==> src/rtl/acorn_init_seq_if.sv <==
// acorn_init_seq_if: handshake, key/IV and state-update bus between the init sequencer and its parent
interface acorn_init_seq_if #(
    parameter int STATE_W = 293,
    parameter int KEY_W   = 128,
    parameter int IV_W    = 128
);
    logic               start;
    logic               abort;
    logic [KEY_W-1:0]   key_in;
    logic [IV_W-1:0]    iv_in;
    logic [STATE_W-1:0] state_nxt;
    logic [STATE_W-1:0] state_q;
    logic               m_bit;
    logic               ca;
    logic               cb;
    logic               busy;
    logic               done;
    logic               state_valid;

    modport master (
        output start, abort, key_in, iv_in, state_nxt,
        input  state_q, m_bit, ca, cb, busy, done, state_valid
    );

    modport slave (
        input  start, abort, key_in, iv_in, state_nxt,
        output state_q, m_bit, ca, cb, busy, done, state_valid
    );
endinterface

==> src/rtl/acorn_init_seq.sv <==
// acorn_init_seq: ACORN init sequencer; define ACORN_INIT_ZEROIZE_EN to wipe key/IV after init or abort
module acorn_init_seq #(
    parameter int STATE_W    = 293,
    parameter int KEY_W      = 128,
    parameter int IV_W       = 128,
    parameter int INIT_STEPS = 1792,
    parameter int CNT_W      = 11
) (
    input logic             clk,
    input logic             rst_n,
    acorn_init_seq_if.slave bus
);
    localparam logic [1:0] IDLE = 2'd0;
    localparam logic [1:0] RUN  = 2'd1;
    localparam logic [1:0] FIN  = 2'd2;
    localparam int KL = $clog2(KEY_W);
    localparam int IL = IV_W > 1 ? $clog2(IV_W) : 1;

    logic [1:0]         fsm;
    logic [CNT_W-1:0]   step;
    logic [KEY_W-1:0]   key_r;
    logic [IV_W-1:0]    iv_r;
    logic [STATE_W-1:0] state_r;
    logic               valid_r;
    logic [IL-1:0]      iv_idx;
    logic               in_run;
    logic               in_iv;
    logic               last;
    logic               msg;
    logic               accept;
    logic               zeroize;

    assign in_run = fsm == RUN;
    assign accept = fsm == IDLE && bus.start && !bus.abort;
    assign last   = step == CNT_W'(INIT_STEPS - 1);
    assign iv_idx = IL'(step - CNT_W'(KEY_W));
    assign in_iv  = step >= CNT_W'(KEY_W) && step < CNT_W'(KEY_W + IV_W);

`ifdef ACORN_INIT_ZEROIZE_EN
    assign zeroize = fsm == FIN || bus.abort;
`else
    assign zeroize = 1'b0;
`endif

    // message schedule: key, then IV, then inverted key[0], then the key repeating
    always_comb begin
        msg = in_iv ? iv_r[iv_idx] : step == CNT_W'(KEY_W + IV_W) ? ~key_r[0] : key_r[step[KL-1:0]];
    end

    assign bus.m_bit       = in_run & msg;
    assign bus.ca          = in_run;
    assign bus.cb          = in_run;
    assign bus.busy        = in_run;
    assign bus.done        = fsm == FIN;
    assign bus.state_q     = state_r;
    assign bus.state_valid = valid_r;

    // key/IV capture on an accepted start, optionally wiped once they are no longer needed
    always_ff @(posedge clk or negedge rst_n) begin
        if (!rst_n) begin
            key_r <= '0;
            iv_r  <= '0;
        end else if (zeroize) begin
            key_r <= '0;
            iv_r  <= '0;
        end else if (accept) begin
            key_r <= bus.key_in;
            iv_r  <= bus.iv_in;
        end
    end

    // control FSM and state register; abort beats start, the step counter saturates at the last step
    always_ff @(posedge clk or negedge rst_n) begin
        if (!rst_n) begin
            fsm     <= IDLE;
            step    <= '0;
            state_r <= '0;
            valid_r <= 1'b0;
        end else if (bus.abort) begin
            fsm     <= IDLE;
            step    <= '0;
            state_r <= '0;
            valid_r <= 1'b0;
        end else begin
            case (fsm)
                IDLE: if (bus.start) begin
                    fsm     <= RUN;
                    step    <= '0;
                    state_r <= '0;
                    valid_r <= 1'b0;
                end
                RUN: begin
                    state_r <= bus.state_nxt;
                    step    <= last ? step : step + 1'b1;
                    fsm     <= last ? FIN : RUN;
                end
                FIN: begin
                    valid_r <= 1'b1;
                    fsm     <= IDLE;
                end
                default: fsm <= IDLE;
            endcase
        end
    end
endmodule

==> src/flat_wrapper.sv <==
// flat-port wrapper written by rule: the top's interface ports become plain ports
module acorn_init_seq_flat 
#(
    parameter int STATE_W    = 293,
    parameter int KEY_W      = 128,
    parameter int IV_W       = 128,
    parameter int INIT_STEPS = 1792,
    parameter int CNT_W      = 11
)
  (clk, rst_n, bus_start, bus_abort, bus_key_in, bus_iv_in, bus_state_nxt, bus_state_q, bus_m_bit, bus_ca, bus_cb, bus_busy, bus_done, bus_state_valid);
  acorn_init_seq_if #(.STATE_W(STATE_W), .KEY_W(KEY_W), .IV_W(IV_W)) bus_i ();
  input logic clk;
  input logic rst_n;
  input wire logic [$bits(bus_i.start)-1:0] bus_start;
  input wire logic [$bits(bus_i.abort)-1:0] bus_abort;
  input wire logic [$bits(bus_i.key_in)-1:0] bus_key_in;
  input wire logic [$bits(bus_i.iv_in)-1:0] bus_iv_in;
  input wire logic [$bits(bus_i.state_nxt)-1:0] bus_state_nxt;
  output wire logic [$bits(bus_i.state_q)-1:0] bus_state_q;
  output wire logic [$bits(bus_i.m_bit)-1:0] bus_m_bit;
  output wire logic [$bits(bus_i.ca)-1:0] bus_ca;
  output wire logic [$bits(bus_i.cb)-1:0] bus_cb;
  output wire logic [$bits(bus_i.busy)-1:0] bus_busy;
  output wire logic [$bits(bus_i.done)-1:0] bus_done;
  output wire logic [$bits(bus_i.state_valid)-1:0] bus_state_valid;
  assign bus_i.start = bus_start;
  assign bus_i.abort = bus_abort;
  assign bus_i.key_in = bus_key_in;
  assign bus_i.iv_in = bus_iv_in;
  assign bus_i.state_nxt = bus_state_nxt;
  assign bus_state_q = bus_i.state_q;
  assign bus_m_bit = bus_i.m_bit;
  assign bus_ca = bus_i.ca;
  assign bus_cb = bus_i.cb;
  assign bus_busy = bus_i.busy;
  assign bus_done = bus_i.done;
  assign bus_state_valid = bus_i.state_valid;
  acorn_init_seq #(.STATE_W(STATE_W), .KEY_W(KEY_W), .IV_W(IV_W), .INIT_STEPS(INIT_STEPS), .CNT_W(CNT_W)) u_core (.clk(clk), .rst_n(rst_n), .bus(bus_i));
endmodule
==> config.mk <==
export PLATFORM = sky130hd
export DESIGN_NAME = acorn_init_seq_flat
export DESIGN_NICKNAME = d
export VERILOG_FILES = /design/src/rtl/acorn_init_seq_if.sv /design/src/rtl/acorn_init_seq.sv /design/src/flat_wrapper.sv
export SDC_FILE = /design/constraint.sdc
export NUM_CORES = 1
export LEC_CHECK = 0
export BUFFER_PORTS_ARGS = -buffer_cell sky130_fd_sc_hd__buf_2
export CORE_AREA = 2 2 332 334
export DETAILED_ROUTE_END_ITERATION = 7
export DIE_AREA = 0 0 334 336
export PLACE_DENSITY = 0.48
export SKIP_LAST_GASP = 1
export SYNTH_ARGS = -nofsm -noshare
export SYNTH_HDL_FRONTEND = slang
export SYNTH_SLANG_ARGS = --single-unit
export TNS_END_PERCENT = 20
==> constraint.sdc <==
create_clock -name clk -period 4.1 [get_ports clk]
set_clock_uncertainty 0.1 [all_clocks]
set_input_delay 0.615 -clock clk [delete_from_list [all_inputs] [get_ports clk]]
set_output_delay 0.615 -clock clk [all_outputs]
set_load 0.01 [all_outputs]
==> results of run 1 <==
stage by stage:
step | instance area, µm² | TNS (ns) | instances | hold WS (ns) | power, mW
floorplan | 22600 | 0 | 1471 | 0.219 | 7.55
global placement | 28500 | 0 | 3650 | 0.384 | 8.60
detailed placement | 28500 | 0 | 3650 | 0.385 | 8.61
CTS | 31000 | 0 | 3781 | 0.0191 | 15.2
global route | 31100 | -0.00263 | 3789 | 0.0389 | 15.6
finish | 31100 | 0 | 3791 | 0.0794 | 14.9
Yosys cell counts (3+ instances only):
cell and instances:
mux2i_1 14, a21oi_1 15, buf_1 9, nand3_1 8
or3_1 4, clkbuf_1 96, mux2_2 256, nor2b_1 6
dfrtp_1 563, a32oi_1 3, inv_1 5, nand2b_1 6
o22ai_1 6, mux4_2 62, o21ai_0 9, a31oi_1 6
or2_2 3, buf_6 5, buf_4 4, a22oi_1 6
nor2_1 15, nand4_1 3, buf_2 9, a22o_1 293
nor4_1 3, nand2_1 23
sequential cells by signal, summed over array words and instances, names as in the netlist:
name                    flops
u_core.fsm                  2
u_core.step                11
u_core.bus.state_q        293
u_core.iv_r               128
u_core.bus.state_valid      1
u_core.key_r              128
layout make-up:
cell class / count / area, µm²
Clock inverter: 25 / 388
Antenna cell: 9 / 22.5
Timing Repair Buffer: 898 / 4810
Fill cell: 11200 / 77300
Clock buffer: 98 / 1990
Multi-Input combinational cell: 779 / 8020
Sequential cell: 563 / 14100
Inverter: 5 / 18.8
Tap cell: 1414 / 1770
power by group:
part / leakage [nW] / switching, mW / internal [mW]
clock: 1.17 / 2.63 / 3.80
sequential: 7.18 / 0.408 / 6.18
combinational: 6.76 / 0.885 / 1.04
what timing repair did:
action                                  CTS  global route
pin swaps                                 0             4
endpoints found under the hold margin    44             0
gates resized for setup                   9             8
hold buffers                              1             0
endpoints found under the setup margin    1             1
buffers inserted                          7             1
critical path, stage by stage, from the launching register on:
cell	delay, ns
dfrtp_4	0.67
buf_4	0.34
nor2b_1	0.37
a22oi_1	0.16
a21oi_1	0.24
a21o_1	0.16
o21bai_2	0.10
a211oi_4	0.30
buf_2	0.20
routing by layer:
metal  global-route usage, %  vias to the layer above  wire length, µm
met1                    21.2                     8471            40200
met2                    27.2                      710            47100
met4                    6.46                       66             3310
met5                       0                        -              414
li1                        -                     7336                -
met3                    5.32                      217             7610
worst paths after layout:
check	to	depth (start not counted)	start
min in group asynchronous	u_core.iv_r[30]$_DFFE_PN0P_	2	rst_n
max in group asynchronous	u_core.bus.state_q[89]$_DFFE_PN0P_	3	rst_n
setup / recovery	bus_m_bit	8	u_core.step[2]$_DFFE_PN0P_
hold / removal	u_core.key_r[0]$_DFFE_PN0P_	3	bus_key_in[0]
hold reg to reg	u_core.key_r[27]$_DFFE_PN0P_	1	u_core.key_r[27]$_DFFE_PN0P_
setup reg to reg	u_core.step[7]$_DFFE_PN0P_	8	u_core.step[1]$_DFFE_PN0P_
cell families after synthesis:
kind of cell,share of synthesized area (%)
compound gates,13.4
fa+ha+maj,0.111
buf+inv,2.48
flops,62.4
mux,19.7
simple gates,1.94
==> flow_summary.json, run 1 <==
{
  "outcome": "finished clean",
  "first_global_vias": 17100,
  "syn-num-nets": 2026,
  "slew_margin_rel_pct": 29.3,
  "mappedNetlistArea_um2": 22600,
  "final_cell_mix": "buf_2, dfrtp_1, a22o_1, mux2_2, clkbuf_16",
  "cts_htree_levels": 3,
  "grtUsageTotal_pct": 16.9,
  "fmaxAchievable_ghz": 0.254,
  "drt.antenna.violating_nets": 0,
  "port-buffer-count": 851,
  "grt_start_max_net_pins": 171,
  "worst_hold_path_type": "primary input to flop",
  "postSynth.asyncResetShare_pct": 100,
  "min_period_over_period_pct": 95.9,
  "maxCapViolations": 0,
  "gp_routability_congestion": 0.890,
  "first_iter_violations": 1265,
  "leakage_nw": 15.1,
  "post-route-worst-setup-slack_ns": 0.168,
  "setup.worst_path.class": "flop to output port",
  "synth_sequential_area_ratio_pct": 62.4,
  "grt_pass1_wl_um": 135000,
  "routed_wire_length_per_instance_um": 26.0,
  "synth_enable_flop_cells": 0,
  "die-area_um2": 112000,
  "tritoncts": "yes",
  "cts-root-to-sink-buffers": 3,
  "irDropWorstVdd_mv": 0.255,
  "drt_pre_antenna_iters": 5,
  "clkSinkCount": 563,
  "critPathRequiredTime_ns": 3.38,
  "vert_die_dim_um": 336,
  "worstSetupStartpointType": "flop",
  "synth_top_area_share_pct": 62.4,
  "layout_commonest_cell": "buf_2",
  "antenna_found_initial": 81,
  "count_of_cell_types_in_the_netlist": 53,
  "final_hold_viol_count": 0,
  "power_per_cell_area_nw_per_um2": 480,
  "initial_core_util_pct": 20.8,
  "place_worst_setup_slack_ns": 0.364,
  "reg2reg_setup_slack_ns": 1.23,
  "clk_pin_slew_ns": 0.06,
  "boundaryPins": 852,
  "flow.area_growth_from_synthesis_pct": 37.9,
  "yosys_register_bits": 563,
  "global_route.overflow_total": 0,
  "synthCells": 1471,
  "netlist.top_cell.by_area": "dfrtp_1",
  "postRouteWirelength_um": 98600,
  "total_clock_buffers_created_by_cts": 70,
  "synth_warnings": 0,
  "dp_hpwl_um": 75900,
  "cp_data_arrival_time_ns": 3.22,
  "routed-via-count": 16800,
  "clock_insertion_delay_worst_skew_ns": 0.65,
  "timing.critical_path.fanout_max": 25,
  "worstSetupEndpointType": "output port",
  "yosys-top-cells-area": "dfrtp_1, mux2_2, a22o_1, mux4_2, clkbuf_1",
  "fp.dieW_um": 334,
  "max_slew_violation_total_from_the_final_report": 0,
  "clk_root_buffer_cell": "clkbuf_16",
  "num_rows": 121,
  "worst-slew-pin-transition_ns": 1.06,
  "avgSynthCellArea_um2": 15.3,
  "route.detailed.vias_per_inst": 4.43,
  "finalCoreUtilization_pct": 28.7,
  "share_of_layout_cells_above_drive_strength_1_pct": 56.9,
  "clock_period_minus_worst_slack_ns": 3.93,
  "drc": 0,
  "num-nets-final": 2872,
  "setup_viol": 0,
  "dominantRegCellSynth": "dfrtp_1",
  "coreArea_um2": 108000
}
Note: power is estimated with default switching activity, not from simulation.
==> run 2: changes to the inputs <==
- GPL_TIMING_DRIVEN: default -> 0
==> run 2 against run 1 <==
Effect of this change:
- combinational power increased by 6%
- first-iteration DRC count decreased by 10%
- cell count increased by 2.8%
- sequential power decreased by 1%
- sequential cell count unchanged
- clock power decreased by 2%
- non-clock buffer count increased by 104
- critical path depth increased by 1
- setup slack got worse by 0.090 ns
- hold slack got worse by 0.0033 ns
- register-to-register slack got worse by 0.79 ns
- largest power group unchanged
==> flow_summary.json, run 2 (synthesized netlist as in run 1, its figures left out) <==
{
  "outcome": "finished clean",
  "switching_power_mw": 3.89,
  "post_layout_nonfiller_instances": 3898,
  "detailroute.wirelength.met2_um": 48800,
  "max_slew_violation_total_from_the_final_report": 0,
  "drt.antenna.violating_nets": 0,
  "tritoncts": "yes",
  "timing.critical_path.fanout_max": 9,
  "final_hold_viol_count": 0,
  "fmaxAchievable_ghz": 0.249,
  "route.detailed.vias_per_inst": 4.45,
  "grt_setup_unrepaired": "true",
  "flow.area_growth_from_synthesis_pct": 40.2,
  "setup.worst_path.class": "flop to output port",
  "p_seq_share_pct": 43.8,
  "worstSetupStartpointType": "flop",
  "standard_cell_area_after_detailed_placement_um2": 28700,
  "regArea_um2": 14100,
  "power_per_cell_area_nw_per_um2": 470,
  "fp.dieW_um": 334,
  "antenna_found_initial": 48,
  "routed_wire_length_per_instance_um": 26.2,
  "worst-slew-pin-transition_ns": 1.28,
  "routedLengthMet1_um": 42500,
  "cts_htree_levels": 3,
  "routed-via-count": 17400,
  "first_iter_violations": 1139,
  "layout_commonest_cell": "buf_2",
  "power.internal_mw": 11.0,
  "die-area_um2": 112000,
  "placed_cells_incl_taps": 3741,
  "initial_core_util_pct": 20.8,
  "drt_pre_antenna_iters": 5,
  "power_frac_comb_pct": 13.7,
  "global_route.overflow_total": 0,
  "clockPowerShare_pct": 42.5,
  "gp_routability_congestion": 0.879,
  "num-nets-final": 2977,
  "clk_pin_slew_ns": 0.06,
  "final_cell_mix": "buf_2, dfrtp_1, a22o_1, mux2_2, clkbuf_1",
  "boundaryPins": 852,
  "num_rows": 121,
  "dp_hpwl_um": 81200,
  "grt_start_max_net_pins": 116,
  "footprint_of_the_multi_input_gates_um2": 8030,
  "p_sw_share_pct": 26.1,
  "slew_margin_rel_pct": 14.1,
  "route.top_layer_used": "met5",
  "irDropWorstVdd_mv": 0.248,
  "critPathRequiredTime_ns": 3.38,
  "coreArea_um2": 108000,
  "port-buffer-count": 851,
  "clkSinkCount": 563,
  "maxCapViolations": 0,
  "layout.cell_area.non_filler_um2": 31600,
  "met3_wirelength_um": 6870,
  "largest_reg_flops": 293,
  "worstSetupEndpointType": "output port",
  "timing.setup.tns_ns": 0,
  "leakage_nw": 15.3,
  "clock_period_minus_worst_slack_ns": 4.02,
  "post-route-worst-setup-slack_ns": 0.0779,
  "clk_root_buffer_cell": "clkbuf_16",
  "place_worst_setup_slack_ns": -0.581,
  "postRouteWirelength_um": 102000,
  "fillerInstances": 11300,
  "drc": 0,
  "min_period_over_period_pct": 98.1,
  "clock_insertion_delay_worst_skew_ns": 0.64,
  "first_global_vias": 18100,
  "total_clock_buffers_created_by_cts": 71,
  "share_of_layout_cells_above_drive_strength_1_pct": 54.6,
  "grtUsageTotal_pct": 17.6,
  "setup_viol": 0,
  "cts-root-to-sink-buffers": 3,
  "vert_die_dim_um": 336,
  "cp_data_arrival_time_ns": 3.31,
  "worst_hold_path_type": "primary input to flop",
  "grt_pass1_wl_um": 140000
}
[run 2: cell count changes in the layout (fill, tap and decap cells not counted), sizes merged]
cell / before / now
inv: 9 / 8
bufinv: 6 / 3
clkbuf: 98 / 201
buf: 897 / 905
clkinv: 15 / 12
diode: 9 / 10
clkinvlp: 0 / 2
[run 2: cell type report]
cell class / count / share of cell area (%)
Sequential cell: 563 / 44.5
Buffer: 124 / 2.24
Timing Repair Buffer: 878 / 14.7
Clock buffer: 105 / 6.60
Multi-Input combinational cell: 779 / 25.4
Tap cell: 1414 / 5.59
Clock inverter: 20 / 0.763
Inverter: 5 / 0.0791
Antenna cell: 10 / 0.0791
[run 2: power by group through the flow]
stage          combinational, mW  clock (mW)  sequential, mW
2_1_floorplan               1.01           0            6.55
3_3_place_gp                1.97           0            6.61
3_5_place_dp                2.01           0            6.61
4_1_cts                     2.08        6.50            6.52
5_1_grt                     2.21        6.71            6.59
6_report                    2.04        6.32            6.52
[run 2: worst max-delay path: stages (launching register included)]
cell      delay (ns)
dfrtp_1         0.41
buf_12          0.14
buf_12          0.12
buf_16          0.15
mux4_2          0.63
o211a_2         0.28
or4_4           0.44
o32ai_2         0.24
a211oi_2        0.07
buf_4           0.16
[run 2: routing by layer]
metal / up-vias / track usage, %
li1: 7550 / -
met1: 8901 / 22.0
met2: 651 / 29.1
met3: 203 / 4.86
met4: 48 / 6.37
met5: - / 0
[run 2: repair_timing]
action / CTS / global route
hold endpoints to repair: 55 / 0
hold buffers: 1 / 0
resized for setup: 71 / 3
pin swaps: 10 / 4
setup buffers: 13 / 7
setup endpoints to repair: 1 / 1
gates cloned: 1 / 0
[run 2: through the flow]
| step | hold slack, ns | power [mW] | utilization (%) |
|---|---|---|---|
| floorplan | 0.219 | 7.55 | - |
| global placement | 0.383 | 8.58 | 26.4 |
| detailed placement | 0.385 | 8.62 | 26.5 |
| CTS | 0.0171 | 15.1 | 29.1 |
| global route | 0.0466 | 15.5 | 29.2 |
| finish | 0.0761 | 14.9 | 29.2 |
[run 2: worst paths after layout]
kind,from,endpoint,slack (ns),depth (start not counted)
max reg2reg,u_core.fsm[0]$_DFFE_PN0P_,u_core.iv_r[109]$_DFFE_PN0P_,0.44,5
max,u_core.step[0]$_DFFE_PN0P_,bus_m_bit,0.08,9
min reg2reg,u_core.bus.state_q[136]$_DFFE_PN0P_,u_core.bus.state_q[136]$_DFFE_PN0P_,0.40,1
min,bus_state_nxt[56],u_core.bus.state_q[56]$_DFFE_PN0P_,0.08,2
min in group asynchronous,rst_n,u_core.iv_r[33]$_DFFE_PN0P_,0.39,2
max in group asynchronous,rst_n,u_core.bus.state_q[25]$_DFFE_PN0P_,1.48,5
==> run 3: changes to the inputs <==
- CELL_PAD_IN_SITES_DETAIL_PLACEMENT: default -> 2
- CELL_PAD_IN_SITES_GLOBAL_PLACEMENT: default -> 2
- CORE_AREA: 2 2 332 334 -> 2 2 330 332
- DIE_AREA: 0 0 334 336 -> 0 0 332 334
- PLACE_DENSITY: 0.48 -> 0.64
==> run 3 against run 2 <==
Effect of this change:
- combinational power grew 3%
- setup slack lost 0.063 ns
- register-to-register slack is essentially flat
- via count grew 3.3%
- sequential share of layout area shrank 0.25 points
- sequential cell count is the same
- global-route usage grew 2.6 points
- highest routed layer unchanged
==> flow_summary.json, run 3 (synthesized netlist as in run 1, its figures left out) <==
{
  "cp_data_arrival_time_ns": 3.37,
  "drt_pre_antenna_iters": 4,
  "share_of_layout_cells_above_drive_strength_1_pct": 55.2,
  "die-area_um2": 111000,
  "cts_htree_levels": 3,
  "outcome": "finished clean",
  "fin_total_pwr_mw": 15.4,
  "setup.worst_path.class": "flop to output port",
  "clock_insertion_delay_worst_skew_ns": 0.64,
  "hold_start": "bus_state_nxt[191]",
  "max_slew_violation_total_from_the_final_report": 0,
  "critPathRequiredTime_ns": 3.38,
  "drc": 0,
  "final_hold_viol_count": 0,
  "global_route.overflow_total": 0,
  "fillerInstances": 11600,
  "worstRegToRegCells": 5,
  "worst_hold_path_type": "primary input to flop",
  "slew_margin_rel_pct": 25.2,
  "layout_commonest_cell": "buf_2",
  "tritoncts": "yes",
  "worstSetupEndpointType": "output port",
  "final_cell_mix": "buf_2, dfrtp_1, a22o_1, mux2_2, clkbuf_1",
  "grt_pass1_wl_um": 161000,
  "cts-root-to-sink-buffers": 3,
  "first_iter_violations": 788,
  "grtUsageTotal_pct": 20.2,
  "r2r_start": "u_core.fsm[0]$_DFFE_PN0P_",
  "route.detailed.vias_per_inst": 4.59,
  "flow.area_growth_from_synthesis_pct": 41.0,
  "timing.critical_path.fanout_max": 10,
  "largest_reg_flops": 293,
  "holdPathEnd": "u_core.bus.state_q[191]$_DFFE_PN0P_",
  "clk_root_buffer_cell": "clkbuf_16",
  "fmaxAchievable_ghz": 0.245,
  "grt_start_max_net_pins": 125,
  "routed-via-count": 17900,
  "clock_period_minus_worst_slack_ns": 4.09,
  "leakage_nw": 15.4,
  "initial_core_util_pct": 20.9,
  "worstSetupStartpointType": "flop",
  "setup_viol": 0,
  "timing.setup.tns_ns": 0,
  "clk_pin_slew_ns": 0.06,
  "fp.dieW_um": 332,
  "gp_routability_congestion": 0.919,
  "irDropWorstVdd_mv": 0.242,
  "coreArea_um2": 108000,
  "num_rows": 121,
  "power_per_cell_area_nw_per_um2": 483,
  "antenna_found_initial": 49,
  "drt.antenna.violating_nets": 0,
  "clkSinkCount": 563,
  "vert_die_dim_um": 334,
  "reg2reg_setup_slack_ns": 0.43,
  "min_period_over_period_pct": 99.6,
  "dp_hpwl_um": 90400,
  "total_clock_buffers_created_by_cts": 74,
  "maxCapViolations": 0,
  "worst-slew-pin-transition_ns": 1.12,
  "boundaryPins": 852,
  "timing.rr.end": "u_core.iv_r[64]$_DFFE_PN0P_",
  "min_path_cells": 2,
  "port-buffer-count": 851,
  "postRouteWirelength_um": 114000,
  "routed_wire_length_per_instance_um": 29.1,
  "first_global_vias": 20500,
  "grt_setup_unrepaired": "true",
  "num-nets-final": 2974
}
run 3: cell count changes in the layout (fill, tap and decap cells not counted), sizes merged:
cell	before	now
clkbuf	201	202
diode	10	20
clkinvlp	2	3
buf	905	900
clkinv	12	15
bufbuf	0	1
inv	8	10
run 3: how the worst max path moves through the flow:
| stage | from | endpoint | cells after the start |
|---|---|---|---|
| 6_report | u_core.step[0]$_DFFE_PN0P_ | bus_m_bit | 10 |
| 5_1_grt | u_core.step[0]$_DFFE_PN0P_ | bus_m_bit | 13 |
| 3_5_place_dp | u_core.step[1]$_DFFE_PN0P_ | bus_m_bit | 9 |
| 2_1_floorplan | u_core.step[0]$_DFFE_PN0P_ | bus_m_bit | 11 |
| 4_1_cts | u_core.step[0]$_DFFE_PN0P_ | bus_m_bit | 13 |
| 3_3_place_gp | rst_n | u_core.bus.state_q[15]$_DFFE_PN0P_ | 1 |
run 3: where the power goes:
group | internal (mW) | total [mW] | switching, mW
Clock | 4.00 | 6.69 | 2.69
Combinational | 1.08 | 2.11 | 1.03
Sequential | 6.18 | 6.55 | 0.376
run 3: layout make-up:
type	count	area, µm²	area share [%]
Antenna cell	20	50.0	0.157
Buffer	123	696	2.19
Clock buffer	108	2240	7.05
Clock inverter	26	267	0.838
Inverter	5	35.0	0.110
Multi-Input combinational cell	779	8070	25.4
Sequential cell	563	14100	44.3
Tap cell	1414	1770	5.56
Timing Repair Buffer	873	4590	14.4
run 3: stage by stage:
stage / utilization (%) / worst slack, ns / hold WS, ns / area [µm²] / cells
2_1_floorplan: - / 0.945 / 0.219 / 22600 / 1471
3_3_place_gp: 26.5 / -9.37 / 0.384 / 28600 / 3736
3_5_place_dp: 26.6 / -1.02 / 0.385 / 28700 / 3740
5_1_grt: 29.5 / -0.131 / 0.0565 / 31800 / 3902
4_1_cts: 29.4 / 0.00104 / 0.0259 / 31700 / 3886
6_report: 29.5 / 0.0148 / 0.0934 / 31800 / 3911
run 3: what timing repair did:
| action | 4_1_cts | 5_1_grt |
|---|---|---|
| gates resized for setup | 73 | 5 |
| hold buffers | 1 | 0 |
| endpoints found under the hold margin | 83 | 0 |
| cloned | 1 | 0 |
| buffers inserted | 12 | 5 |
| pin swaps | 10 | 3 |
| setup endpoints to repair | 1 | 1 |
run 3: worst max-delay path, cell delays in order (launching register included):
cell	delay, ns
dfrtp_1	0.40
buf_12	0.14
buf_12	0.11
buf_8	0.20
mux4_2	0.61
a41oi_1	0.27
o211ai_1	0.13
or3_4	0.38
a32oi_2	0.19
a211oi_2	0.12
buf_4	0.18
run 3: metal layers:
metal / global-route usage [%] / wire length [µm] / vias up
met5: 0 / 356 / -
met4: 7.22 / 3760 / 54
li1: - / - / 7530
met2: 35.2 / 58100 / 638
met3: 5.96 / 7270 / 221
met1: 23.5 / 44400 / 9491
